--- src/rtl/move_cmd_gen.sv ---
// move_cmd_gen: turns per-frame keycodes into edge-detected, auto-repeating move commands
// merged with a level-dependent gravity tick onto one valid/ready command stream.
module move_cmd_gen #(
    parameter int DAS_DELAY      = 16,
    parameter int ARR_PERIOD     = 4,
    parameter int GRAVITY_PERIOD = 48,
    parameter int GRAVITY_MIN    = 4
) (
    input  logic       frame_clk,
    input  logic       Reset,
    input  logic [7:0] keycode,
    input  logic [3:0] level,
    input  logic       pause,
    input  logic       cmd_ready,
    output logic       cmd_valid,
    output logic [2:0] cmd
);
    typedef enum logic [1:0] {IDLE, HELD, REPEAT} state_t;
    localparam logic [2:0] C_LEFT = 3'd1, C_RIGHT = 3'd2, C_DOWN = 3'd3, C_ROT = 3'd4;

    state_t      state_q, state_d;
    logic [7:0]  prev_key_q, das_q, das_d, grav_q, grav_d, period;
    logic [2:0]  key_pend_q, key_pend_d, cmd_d, code;
    logic        grav_pend_q, grav_pend_d, valid_d, key_hit, key_req, soft_drop, grav_req, free;
    logic signed [8:0] period_s;

    always_comb begin
        code = keycode == 8'h04 ? C_LEFT : keycode == 8'h07 ? C_RIGHT :
               keycode == 8'h16 ? C_DOWN : keycode == 8'h1A ? C_ROT : 3'd0;
        state_d = state_q;
        das_d   = das_q;
        key_hit = 1'b0;
        if (code == 3'd0) begin
            state_d = IDLE;
            das_d   = 8'd0;
        end else if (keycode != prev_key_q) begin
            state_d = HELD;
            das_d   = 8'd0;
            key_hit = 1'b1;
        end else if (state_q == HELD && code != C_ROT) begin
            state_d = das_q == 8'(DAS_DELAY - 1) ? REPEAT : HELD;
            key_hit = das_q == 8'(DAS_DELAY - 1);
            das_d   = key_hit ? 8'd0 : das_q + 8'd1;
        end else if (state_q == REPEAT) begin
            key_hit = das_q == 8'(ARR_PERIOD - 1);
            das_d   = key_hit ? 8'd0 : das_q + 8'd1;
        end
        key_req   = key_hit & ~pause;
        soft_drop = key_req & (code == C_DOWN);
        // signed intermediate so high levels clamp instead of wrapping
        period_s  = $signed(9'(GRAVITY_PERIOD)) - $signed({3'b000, level, 2'b00});
        period    = period_s < $signed(9'(GRAVITY_MIN)) ? 8'(GRAVITY_MIN) : period_s[7:0];
        grav_req  = ~pause & ~soft_drop & (grav_q >= period - 8'd1);
        grav_d    = pause ? grav_q : (grav_req | soft_drop) ? 8'd0 : grav_q + 8'd1;
        free        = ~cmd_valid | cmd_ready;
        valid_d     = cmd_valid;
        cmd_d       = cmd;
        key_pend_d  = key_pend_q;
        grav_pend_d = grav_pend_q | grav_req;
        if (free) begin
            valid_d = 1'b1;
            if (key_pend_q != 3'd0) begin
                cmd_d      = key_pend_q;
                key_pend_d = key_req ? code : 3'd0;
            end else if (key_req) begin
                cmd_d = code;
            end else if (grav_pend_q) begin
                cmd_d       = C_DOWN;
                grav_pend_d = grav_req;
            end else if (grav_req) begin
                cmd_d       = C_DOWN;
                grav_pend_d = 1'b0;
            end else begin
                valid_d = 1'b0;
                cmd_d   = 3'd0;
            end
        end else if (key_req && key_pend_q == 3'd0) begin
            key_pend_d = code;
        end
    end

    always_ff @(posedge frame_clk) begin
        if (!Reset) begin
            state_q     <= IDLE;
            prev_key_q  <= 8'd0;
            das_q       <= 8'd0;
            grav_q      <= 8'd0;
            key_pend_q  <= 3'd0;
            grav_pend_q <= 1'b0;
            cmd_valid   <= 1'b0;
            cmd         <= 3'd0;
        end else begin
            state_q     <= state_d;
            prev_key_q  <= keycode;
            das_q       <= das_d;
            grav_q      <= grav_d;
            key_pend_q  <= key_pend_d;
            grav_pend_q <= grav_pend_d;
            cmd_valid   <= valid_d;
            cmd         <= cmd_d;
        end
    end
endmodule

--- config.mk ---
export PLATFORM = sky130hd
export DESIGN_NAME = move_cmd_gen
export DESIGN_NICKNAME = d
export VERILOG_FILES = /design/src/rtl/move_cmd_gen.sv
export SDC_FILE = /design/constraint.sdc
export NUM_CORES = 1
export LEC_CHECK = 0
export ABC_AREA = 1
export CORE_MARGIN = 5
export CORE_UTILIZATION = 33
export CTS_BUF_LIST = sky130_fd_sc_hd__clkbuf_4
export CTS_CLUSTER_DIAMETER = 200
export DETAILED_ROUTE_END_ITERATION = 6
export PLACE_DENSITY = 0.5
export REMOVE_ABC_BUFFERS = 1
export SYNTH_ARGS = -nofsm -noshare
export SYNTH_HDL_FRONTEND = slang
export SYNTH_SLANG_ARGS = --single-unit
--- constraint.sdc ---
create_clock -name frame_clk -period 9 [get_ports frame_clk]
set_input_delay 2.25 -clock frame_clk [delete_from_list [all_inputs] [get_ports frame_clk]]
set_output_delay 2.25 -clock frame_clk [all_outputs]
set_load 0.1 [all_outputs]
==> run_results.csv, run 1 <==
group,metric,value,unit
timing,fmax,179.6,MHz
timing,slew_headroom,35.30,%
outcome,status,"finished, final reports clean",
yosys,ys_async_sr_fraction,0,%
route,wl_per_cell,9.976,µm
setup_path,crit_fanout,8,
setup_path,path_cells,"clkdlybuf4s50_1, inv_1, ha_1, xnor2_1, inv_1, nor4_1, ha_1, nor2_1, inv_1, nor4_1, nor2_1, ha_1, a21oi_1, o21a_1, a21oi_1, nand3b_2, nor3b_1",
timing,fin_skew,10.66,ps
yosys,synth_area,2187,µm²
yosys,ys_seq_elements,34,
clock_network,clock_latency,330,ps
finish,diodes,0,
yosys,synth.distinct_cells,34,
timing,drv_slew,0,
timing,final.min_clock_period,5568,ps
clock_network,cts.sinks,34,
clock_network,cts_tree,"built",
power_and_ir_drop,cellPowerDensity,158.4,nW/µm²
clock_network,h-tree-depth,2,
die,die_x,91.41,µm
yosys,ys.flop_type,"dfxtp_1",
timing,grt_setup_unrepaired,"false",
yosys,avgSynthCellArea,7.055,µm²
clock_network,cts_buffer_depth,2,
timing,setup_viol,0,
setup_path,startpoint_type,"input port",
setup_path,crit_slowest_cell,"clkdlybuf4s50_1",
timing,worst_pin_slew,967.5,ps
route,finalWirelength,4120,µm
finish,drive_gt1_share,15.77,%
global_route,grt_first_pass_wirelength,7431,µm
die,die-area,8356,µm²
route,firstDrtPassIters,4,
setup_path,reg2reg_to,"key_pend_q[2]",
global_route,grt_max_degree,16,
global_route,grt_pass1_vias,1766,
flow_run,maxCapViolations,0,
setup_path,critical_path_class,"in2reg",
yosys,synth_top_area_cell,"dfxtp_1",
timing,hold_viol_final,0,
clock_network,cts_buffers,5,
finish,area_delta_synth_final,16.70,%
setup_path,crit_path_end,"grav_q[5]",
setup_path,regToRegSetupSlack,7200,ps
setup_path,worstReg2RegStart,"das_q[0]",
yosys,yosysTopAreaCellShare,31.12,%
die,start_util,34.25,%
place,hpwl,3309,µm
yosys,synth-edff-count,0,
timing,finalCritPeriodShare,61.86,%
route,vias,1816,
clock_network,cts-hold-fix-buffers,0,
clock_network,post_cts_buffers,0,
power_and_ir_drop,peakVddDrop,0.00008138,V
timing,holdWs,490.6,ps
setup_path,cp_num_cells,17,
route,ant_nets,0,
setup_path,critPathMaxStageDelay,540,ps
route,drt_iter0_markers,50,
yosys,synthTopCellsByArea,"dfxtp_1 31%, nand2_1 12%, inv_1 8.1%",
yosys,yosys_warnings,0,
global_route,grt_use_total,10.62,%
die,core,6386,µm²
route,via_per_inst,4.397,
setup_path,r2r_cells,15,
yosys,synth_cells,310,
setup_path,cp_top_family,"simple AND/OR/NAND/NOR gates",
die,rows,29,
clock_network,postCtsResizedCells,0,
die,fp.dieH,91.41,µm
timing,setup_tns,0,ps
setup_path,worst_ep_required_time,9260,ps
finish,layout.nets,362,
yosys,seq_area_frac_synth,31.12,%
setup_path,critPathLaunch,"level[0]",
hold_path,hold_class,"reg2reg",
power_and_ir_drop,p_leak,1.174,nW
setup_path,end_kind,"flip-flop",
clock_network,cts_root_buf,"clkbuf_4",
route,drc_errors,0,
clock_network,clkSlewWorstSetupHoldPaths,110,ps
setup_path,critPathArrivalTime,5830,ps
place,place_congestion,0.7422,
die,io_pins,20,
global_route,overflow,0,
place,io_buffers,19,
global_route,antenna_found_initial,0,
setup_path,crit_buf_inv,4,
-- metrics by stage --
step | instance area [µm²] | utilization [%] | power [mW] | setup slack, ps | std cells
final | 2552 | 39.97 | 0.4042 | 3432 | 413
after global placement | 2470 | 38.68 | 0.2918 | 3211 | 405
after floorplan | 2183 | - | 0.2605 | 4024 | 309
after detailed placement | 2470 | 38.68 | 0.2922 | 3031 | 405
after global routing | 2552 | 39.97 | 0.4336 | 3055 | 413
after CTS | 2552 | 39.97 | 0.4129 | 3375 | 413
-- logic make-up (layout without fill, tap and decap cells) --
logic type | Yosys count | after routing | synth area share, %
compound gates | 23 | 23 | 6.351
xor+xnor | 13 | 13 | 5.206
flops | 34 | 34 | 31.12
mux | 1 | 1 | 0.4577
fa+ha+maj | 11 | 11 | 6.293
buf+inv | 57 | 83 | 9.897
simple gates | 171 | 171 | 40.67
-- registers in the layout (all words and copies together), names as in the netlist --
name         count
das_q            8
grav_q           8
prev_key_q       8
cmd              3
key_pend_q       3
state_q          2
cmd_valid        1
grav_pend_q      1
-- layout by cell type, fill, tap and decap left out, drive strengths merged --
master          n
a21o            1
a21oi          12
bufinv          1
clkbuf          7
clkdlybuf4s50  19
dfxtp          34
ha             11
inv            56
mux2i           1
nand2          86
nand3          16
nand3b          3
nand4           6
nor2           47
nor3            4
nor3b           5
nor4            3
o21a            1
o21ai           9
or2             1
xnor2           1
xor2           12
-- cell usage after synthesis (2+ instances only) --
cell and n:
a21oi_1 10, a21oi_2 2, dfxtp_1 34, ha_1 11, inv_1 47, inv_2 8, nand2_1 72, nand2_2 8
nand2_4 6, nand3_1 11, nand3_2 4, nand3b_1 2, nand4_1 5, nor2_1 39, nor2_2 5, nor2_4 3
nor3_1 4, nor3b_1 3, nor3b_2 2, nor4_1 2, o21ai_0 8, xor2_1 12
-- cell type report --
class | count | area (µm²)
clock inverters | 1 | 30.03
repair buffers | 19 | 190.2
fillers | 703 | 3834
multi-input cells | 219 | 1290
well taps | 77 | 96.34
inverters | 56 | 212.7
flip-flops and latches | 34 | 680.7
clock buffers | 7 | 52.55
-- how the worst min path moves through the flow --
stage | to | start | cells past startpoint | slack, ps
2_1_floorplan | key_pend_q[1] | key_pend_q[1] | 2 | 460
4_1_cts | grav_pend_q | grav_pend_q | 2 | 490
5_1_grt | grav_pend_q | grav_pend_q | 2 | 550
6_report | grav_pend_q | grav_pend_q | 2 | 490
3_3_place_gp | key_pend_q[1] | key_pend_q[1] | 2 | 480
3_5_place_dp | grav_pend_q | grav_pend_q | 2 | 470
-- layer usage --
layer | wire (µm) | share of wire, % | up-vias | track usage, %
met3 | 122 | 3.0 | 2 | 2.810
met1 | 2138 | 52 | 783 | 13.28
met5 | 0 | 0 | - | 0
met4 | 32 | 0.78 | 0 | 3.667
met2 | 1826 | 44 | 15 | 17.54
li1 | - | - | 1016 | -
-- worst min-delay path, cell delays in order (launching register included) --
cell     delay (ps)
dfxtp_1         330
nand3_1          70
a21oi_1          60
-- where the power goes --
group / total, mW / internal (mW) / switching, mW
sequential: 0.169 / 0.161 / 0.00741
combinational: 0.119 / 0.0383 / 0.0803
clock: 0.117 / 0.0650 / 0.0519
total: 0.404 / 0.265 / 0.140
(Power assumes the default switching activity.)
==> inputs of run 2 (changes only) <==
==> constraint.sdc (replaced) <==
create_clock -name frame_clk -period 5.6 [get_ports frame_clk]
set_input_delay 1.4 -clock frame_clk [delete_from_list [all_inputs] [get_ports frame_clk]]
set_output_delay 1.4 -clock frame_clk [all_outputs]
set_load 0.1 [all_outputs]
==> run 2 against run 1 <==
Clock-buffer cell count shrank 2. Clock skew fell by 6.4 ps. First-iteration DRC count rose by 34%. Total power is 46% higher. Setup slack got worse by 2600 ps. Combinational power is 60% higher. Clock power is 9% higher. Hold slack better by 3.7 ps. Global-route usage decreased by 0.097 points. Sequential cell count did not move. Non-clock buffer count did not move. Largest cell class unchanged.
==> run_results.csv, run 2 (synthesized netlist as in run 1, its figures left out) <==
group,metric,value,unit
outcome,status,"finished, final reports clean",
route,wl_per_cell,10.00,µm
clock_network,cts_root_buf,"clkbuf_4",
route,via_per_inst,4.387,
hold_path,hold_depth,2,
route,drc_errors,0,
route,met3_length,131,µm
power_and_ir_drop,p_leak,1.156,nW
timing,finalCritPeriodShare,84.84,%
timing,fin_skew,4.267,ps
timing,fmax,210.5,MHz
global_route,grt_pass1_vias,1741,
global_route,antenna_found_initial,0,
setup_path,cp_top_family,"simple AND/OR/NAND/NOR gates",
hold_path,hold_class,"reg2reg",
setup_path,critical_path_class,"in2reg",
clock_network,cts.sinks,34,
setup_path,crit_fanout,8,
timing,holdWs,494.2,ps
clock_network,cts_buffer_depth,2,
finish,final_common_cell,"nand2_1",
die,rows,29,
setup_path,crit_slowest_cell,"clkdlybuf4s50_1",
finish,multi_input_area,1290,µm²
place,place_area,2470,µm²
setup_path,crit_buf_inv,4,
die,die_x,91.41,µm
flow_run,maxCapViolations,0,
die,start_util,34.25,%
die,io_pins,20,
clock_network,cts_tree,"built",
route,ant_nets,0,
die,fp.dieH,91.41,µm
place,dp_slack,484.5,ps
route,finalWirelength,4131,µm
finish,final_cell_mix,"72 x nand2_1, 47 x inv_1, 39 x nor2_1",
place,io_buffers,19,
clock_network,cts-hold-fix-buffers,0,
finish,layout.nets,362,
route,wl_met2,1758,µm
finish,area_delta_synth_final,15.16,%
setup_path,startpoint_type,"input port",
setup_path,r2r_cells,15,
global_route,overflow,0,
setup_path,worst_ep_required_time,5850,ps
setup_path,critPathMaxStageDelay,540,ps
setup_path,path_cells,"clkdlybuf4s50_1, inv_1, ha_1, xnor2_1, inv_1, nor4_1, ha_1, nor2_1, inv_1, nor4_1, nor2_1, ha_1, a21oi_1, o21a_1, a21oi_1, nand3b_2, nor3b_1",
clock_network,cts_buffers,5,
timing,slew_headroom,35.29,%
place,place_congestion,0.7422,
hold_path,whs_endpoint,"grav_pend_q",
timing,worst_slack,848.8,ps
setup_path,critPathArrivalTime,5000,ps
power_and_ir_drop,peakVddDrop,0.0001338,V
route,drt_iter0_markers,67,
place,hpwl,3276,µm
setup_path,end_kind,"flip-flop",
timing,hold_viol_final,0,
route,vias,1812,
setup_path,reg2reg_to,"key_pend_q[0]",
finish,seq_area,680.7,µm²
global_route,grt_max_degree,16,
route,drt-met1-wl,2175,µm
setup_path,regToRegSetupSlack,3810,ps
timing,setup_tns,0,ps
clock_network,clock_latency,330,ps
clock_network,clkSlewWorstSetupHoldPaths,100,ps
timing,grt_setup_unrepaired,"false",
route,routed.top_layer,"met4",
finish,fin_cells,413,
hold_path,min-delay-start,"grav_pend_q",
global_route,grt_first_pass_wirelength,7403,µm
timing,final.min_clock_period,4751,ps
timing,worst_pin_slew,967.6,ps
route,firstDrtPassIters,4,
finish,fillers,697,
power_and_ir_drop,cellPowerDensity,234.1,nW/µm²
timing,setup_viol,0,
die,die-area,8356,µm²
clock_network,postCtsResizedCells,0,
clock_network,post_cts_buffers,0,
timing,drv_slew,0,
setup_path,critPathLaunch,"level[0]",
finish,fin_area,2519,µm²
place,placed_cells,405,
finish,fin_util,39.44,%
power_and_ir_drop,total_power,0.5896,mW
finish,drive_gt1_share,14.88,%
finish,diodes,0,
finish,top_regs,"das_q (8), grav_q (8), prev_key_q (8)",
setup_path,worstReg2RegStart,"das_q[0]",
clock_network,h-tree-depth,2,
global_route,grt_use_total,10.52,%
die,core,6386,µm²
-- run 2: changes by cell type in the layout (fill, tap and decap cells not counted), sizes merged --
cell | previous run | this run
bufinv | 1 | 0
clkinv | 0 | 3
clkbuf | 7 | 5
-- run 2: worst min-delay path, stage by stage (launching register included) --
cell	delay [ps]
dfxtp_1	330
nand3_1	70
a21oi_1	60
-- run 2: routing by layer --
metal	track usage (%)	vias to the layer above
met3	2.645	6
met1	13.65	774
met5	0	-
li1	-	1016
met4	3.667	0
met2	16.89	16
-- run 2: worst max path at each step --
| stage | end | slack (ps) | depth (start not counted) |
|---|---|---|---|
| finish | grav_q[5] | 850 | 17 |
| global route | grav_q[3] | 440 | 17 |
| CTS | grav_q[5] | 830 | 17 |
| detailed placement | grav_q[5] | 480 | 17 |
| global placement | grav_q[3] | 660 | 17 |
| floorplan | cmd[1] | 1470 | 20 |
-- run 2: cell type report --
class	count	area share, %
multi-input combinational	219	51.22
sequential	34	27.02
inverter	56	8.445
timing repair buffer	19	7.551
tap	77	3.825
clock buffer	5	1.490
clock inverter	3	0.4471
-- run 2: where the power goes --
| part | total, mW | internal (mW) | switching, mW |
|---|---|---|---|
| sequential | 0.271 | 0.259 | 0.0119 |
| clock | 0.128 | 0.0448 | 0.0833 |
| combinational | 0.190 | 0.0615 | 0.129 |
| total | 0.590 | 0.365 | 0.224 |
==> inputs of run 3 (changes only) <==
==> constraint.sdc (replaced) <==
create_clock -name frame_clk -period 4.9 [get_ports frame_clk]
set_input_delay 1.225 -clock frame_clk [delete_from_list [all_inputs] [get_ports frame_clk]]
set_output_delay 1.225 -clock frame_clk [all_outputs]
set_load 0.1 [all_outputs]
==> run 3 against run 2 <==
Die area stayed put. Sequential cell count stayed put. Combinational power grew 15%. Setup slack got worse by 490 ps. Hold slack lost 5.0 ps. Clock-buffer cell count grew 1. Cell area up 0.45%. Sequential power increased by 14%. Critical endpoint unchanged.
==> run_results.csv, run 3 (synthesized netlist as in run 1, its figures left out) <==
group,metric,value,unit
timing,worst_pin_slew,967.6,ps
finish,layout.nets,362,
clock_network,cts_tree,"built",
timing,drv_slew,0,
setup_path,critPathArrivalTime,4790,ps
route,firstDrtPassIters,4,
timing,fmax,220.3,MHz
power_and_ir_drop,internal-power,0.4261,mW
power_and_ir_drop,total_power,0.6816,mW
setup_path,worst_ep_required_time,5150,ps
finish,drive_gt1_share,15.77,%
finish,area_delta_synth_final,15.68,%
finish,multi_input_area,1296,µm²
setup_path,critPathMaxStageDelay,550,ps
setup_path,startpoint_type,"input port",
route,via_per_inst,4.414,
finish,fillers,703,
power_and_ir_drop,switchingPower,0.2555,mW
die,start_util,34.25,%
clock_network,h-tree-depth,2,
outcome,status,"finished, final reports clean",
power_and_ir_drop,p_sw_share,37.49,%
global_route,grt_pass1_vias,1712,
route,drt_iter0_markers,59,
timing,setup_viol,0,
timing,setup_tns,0,ps
clock_network,clkSlewWorstSetupHoldPaths,100,ps
global_route,grt_use_total,10.38,%
place,io_buffers,19,
die,die_x,91.41,µm
die,rows,29,
route,drc_errors,0,
setup_path,critical_path_class,"in2reg",
hold_path,min-delay-start,"grav_pend_q",
finish,top_regs,"das_q (8), grav_q (8), prev_key_q (8)",
route,ant_nets,0,
finish,final_common_cell,"nand2_1",
power_and_ir_drop,power_frac_seq,45.5,%
clock_network,cts-hold-fix-buffers,0,
global_route,overflow,0,
hold_path,hold_class,"reg2reg",
setup_path,crit_fanout,8,
setup_path,worstReg2RegStart,"das_q[0]",
flow_run,maxCapViolations,0,
route,finalWirelength,4096,µm
finish,seq_area,680.7,µm²
route,wl_per_cell,9.918,µm
global_route,grt_first_pass_wirelength,7265,µm
clock_network,clock_latency,330,ps
setup_path,end_kind,"flip-flop",
power_and_ir_drop,pwr-share-clk,22.5,%
power_and_ir_drop,peakVddDrop,0.0001730,V
global_route,antenna_found_initial,0,
power_and_ir_drop,pwr-share-comb,32.0,%
clock_network,cts_buffers,5,
place,place_congestion,0.7423,
power_and_ir_drop,p_leak,1.162,nW
setup_path,path_cells,"clkdlybuf4s50_1, inv_1, ha_1, xnor2_1, inv_1, nor4_1, ha_1, nor2_1, inv_1, nor4_2, nor2_1, ha_1, a21oi_1, o21a_1, a21oi_1, nand3b_2, nor3b_1",
timing,slew_headroom,35.29,%
finish,final_cell_mix,"72 x nand2_1, 47 x inv_1, 39 x nor2_1",
route,vias,1823,
global_route,grt_max_degree,16,
timing,hold_viol_final,0,
die,die-area,8356,µm²
setup_path,crit_slowest_cell,"clkdlybuf4s50_1",
timing,finalCritPeriodShare,92.65,%
timing,final.min_clock_period,4540,ps
clock_network,cts_buffer_depth,2,
place,hpwl,3273,µm
die,io_pins,20,
finish,diodes,0,
clock_network,cts.sinks,34,
clock_network,cts_root_buf,"clkbuf_4",
die,core,6386,µm²
setup_path,critPathLaunch,"level[0]",
timing,grt_setup_unrepaired,"false",
die,fp.dieH,91.41,µm
timing,fin_skew,10.06,ps
power_and_ir_drop,cellPowerDensity,269.4,nW/µm²
-- run 3: cell types whose count changed in the layout (fill, tap and decap cells not counted) --
cell	previous run	this run
clkinv_2	0	1
nor4_2	0	1
clkbuf_4	5	6
clkinv_1	3	1
nor4_1	2	1
-- run 3: cell type report --
class,instances,area share [%]
inverter,56,8.408
sequential,34,26.90
tap,77,3.808
timing repair buffer,19,7.517
clock inverter,2,0.3462
multi-input combinational,219,51.24
clock buffer,6,1.780
-- run 3: per-stage QoR --
step	area (µm²)	worst slack (ps)	util (%)	instances	hold WS (ps)
2_1_floorplan	2183	949.4	-	309	458.7
3_3_place_gp	2470	136.3	38.68	405	478.6
3_5_place_dp	2470	-26.06	38.68	405	480.4
4_1_cts	2524	283.9	39.52	413	494.4
5_1_grt	2530	67.56	39.62	413	523.6
6_report	2530	360.3	39.62	413	489.3
-- run 3: metal layers --
metal / up-vias / share of wire (%) / global-route usage [%]
li1: 1015 / - / -
met1: 776 / 51 / 12.97
met2: 26 / 44 / 17.00
met3: 6 / 3.8 / 2.645
met4: 0 / 1.7 / 4.034
met5: - / 0 / 0
-- run 3: worst paths after layout --
check | cells past startpoint | slack (ps) | endpoint
hold reg to reg | 2 | 490 | grav_pend_q
setup reg to reg | 15 | 3100 | key_pend_q[0]
hold / removal | 2 | 490 | grav_pend_q
setup / recovery | 17 | 360 | grav_q[5]
-- run 3: worst max-delay path, delay by kind of cell --
kind	cells	cell delay, ps
AO/OA/AOI/OAI	3	370
XOR/XNOR	1	190
adder cells (fa/ha/maj)	3	830
buffers and inverters	4	800
AND/OR/NAND/NOR	6	1370
-- run 3: power by group through the flow --
stage / logic, mW / registers, mW / clock network (mW)
after global placement: 0.219 / 0.317 / 0
after global routing: 0.243 / 0.312 / 0.175
after detailed placement: 0.219 / 0.317 / 0
after floorplan: 0.110 / 0.368 / 0
final: 0.218 / 0.310 / 0.153
after CTS: 0.220 / 0.311 / 0.166
-- run 3: repair_timing --
item	CTS	global route
resized for setup	0	1
endpoints found under the setup margin	0	1
setup buffers	0	0
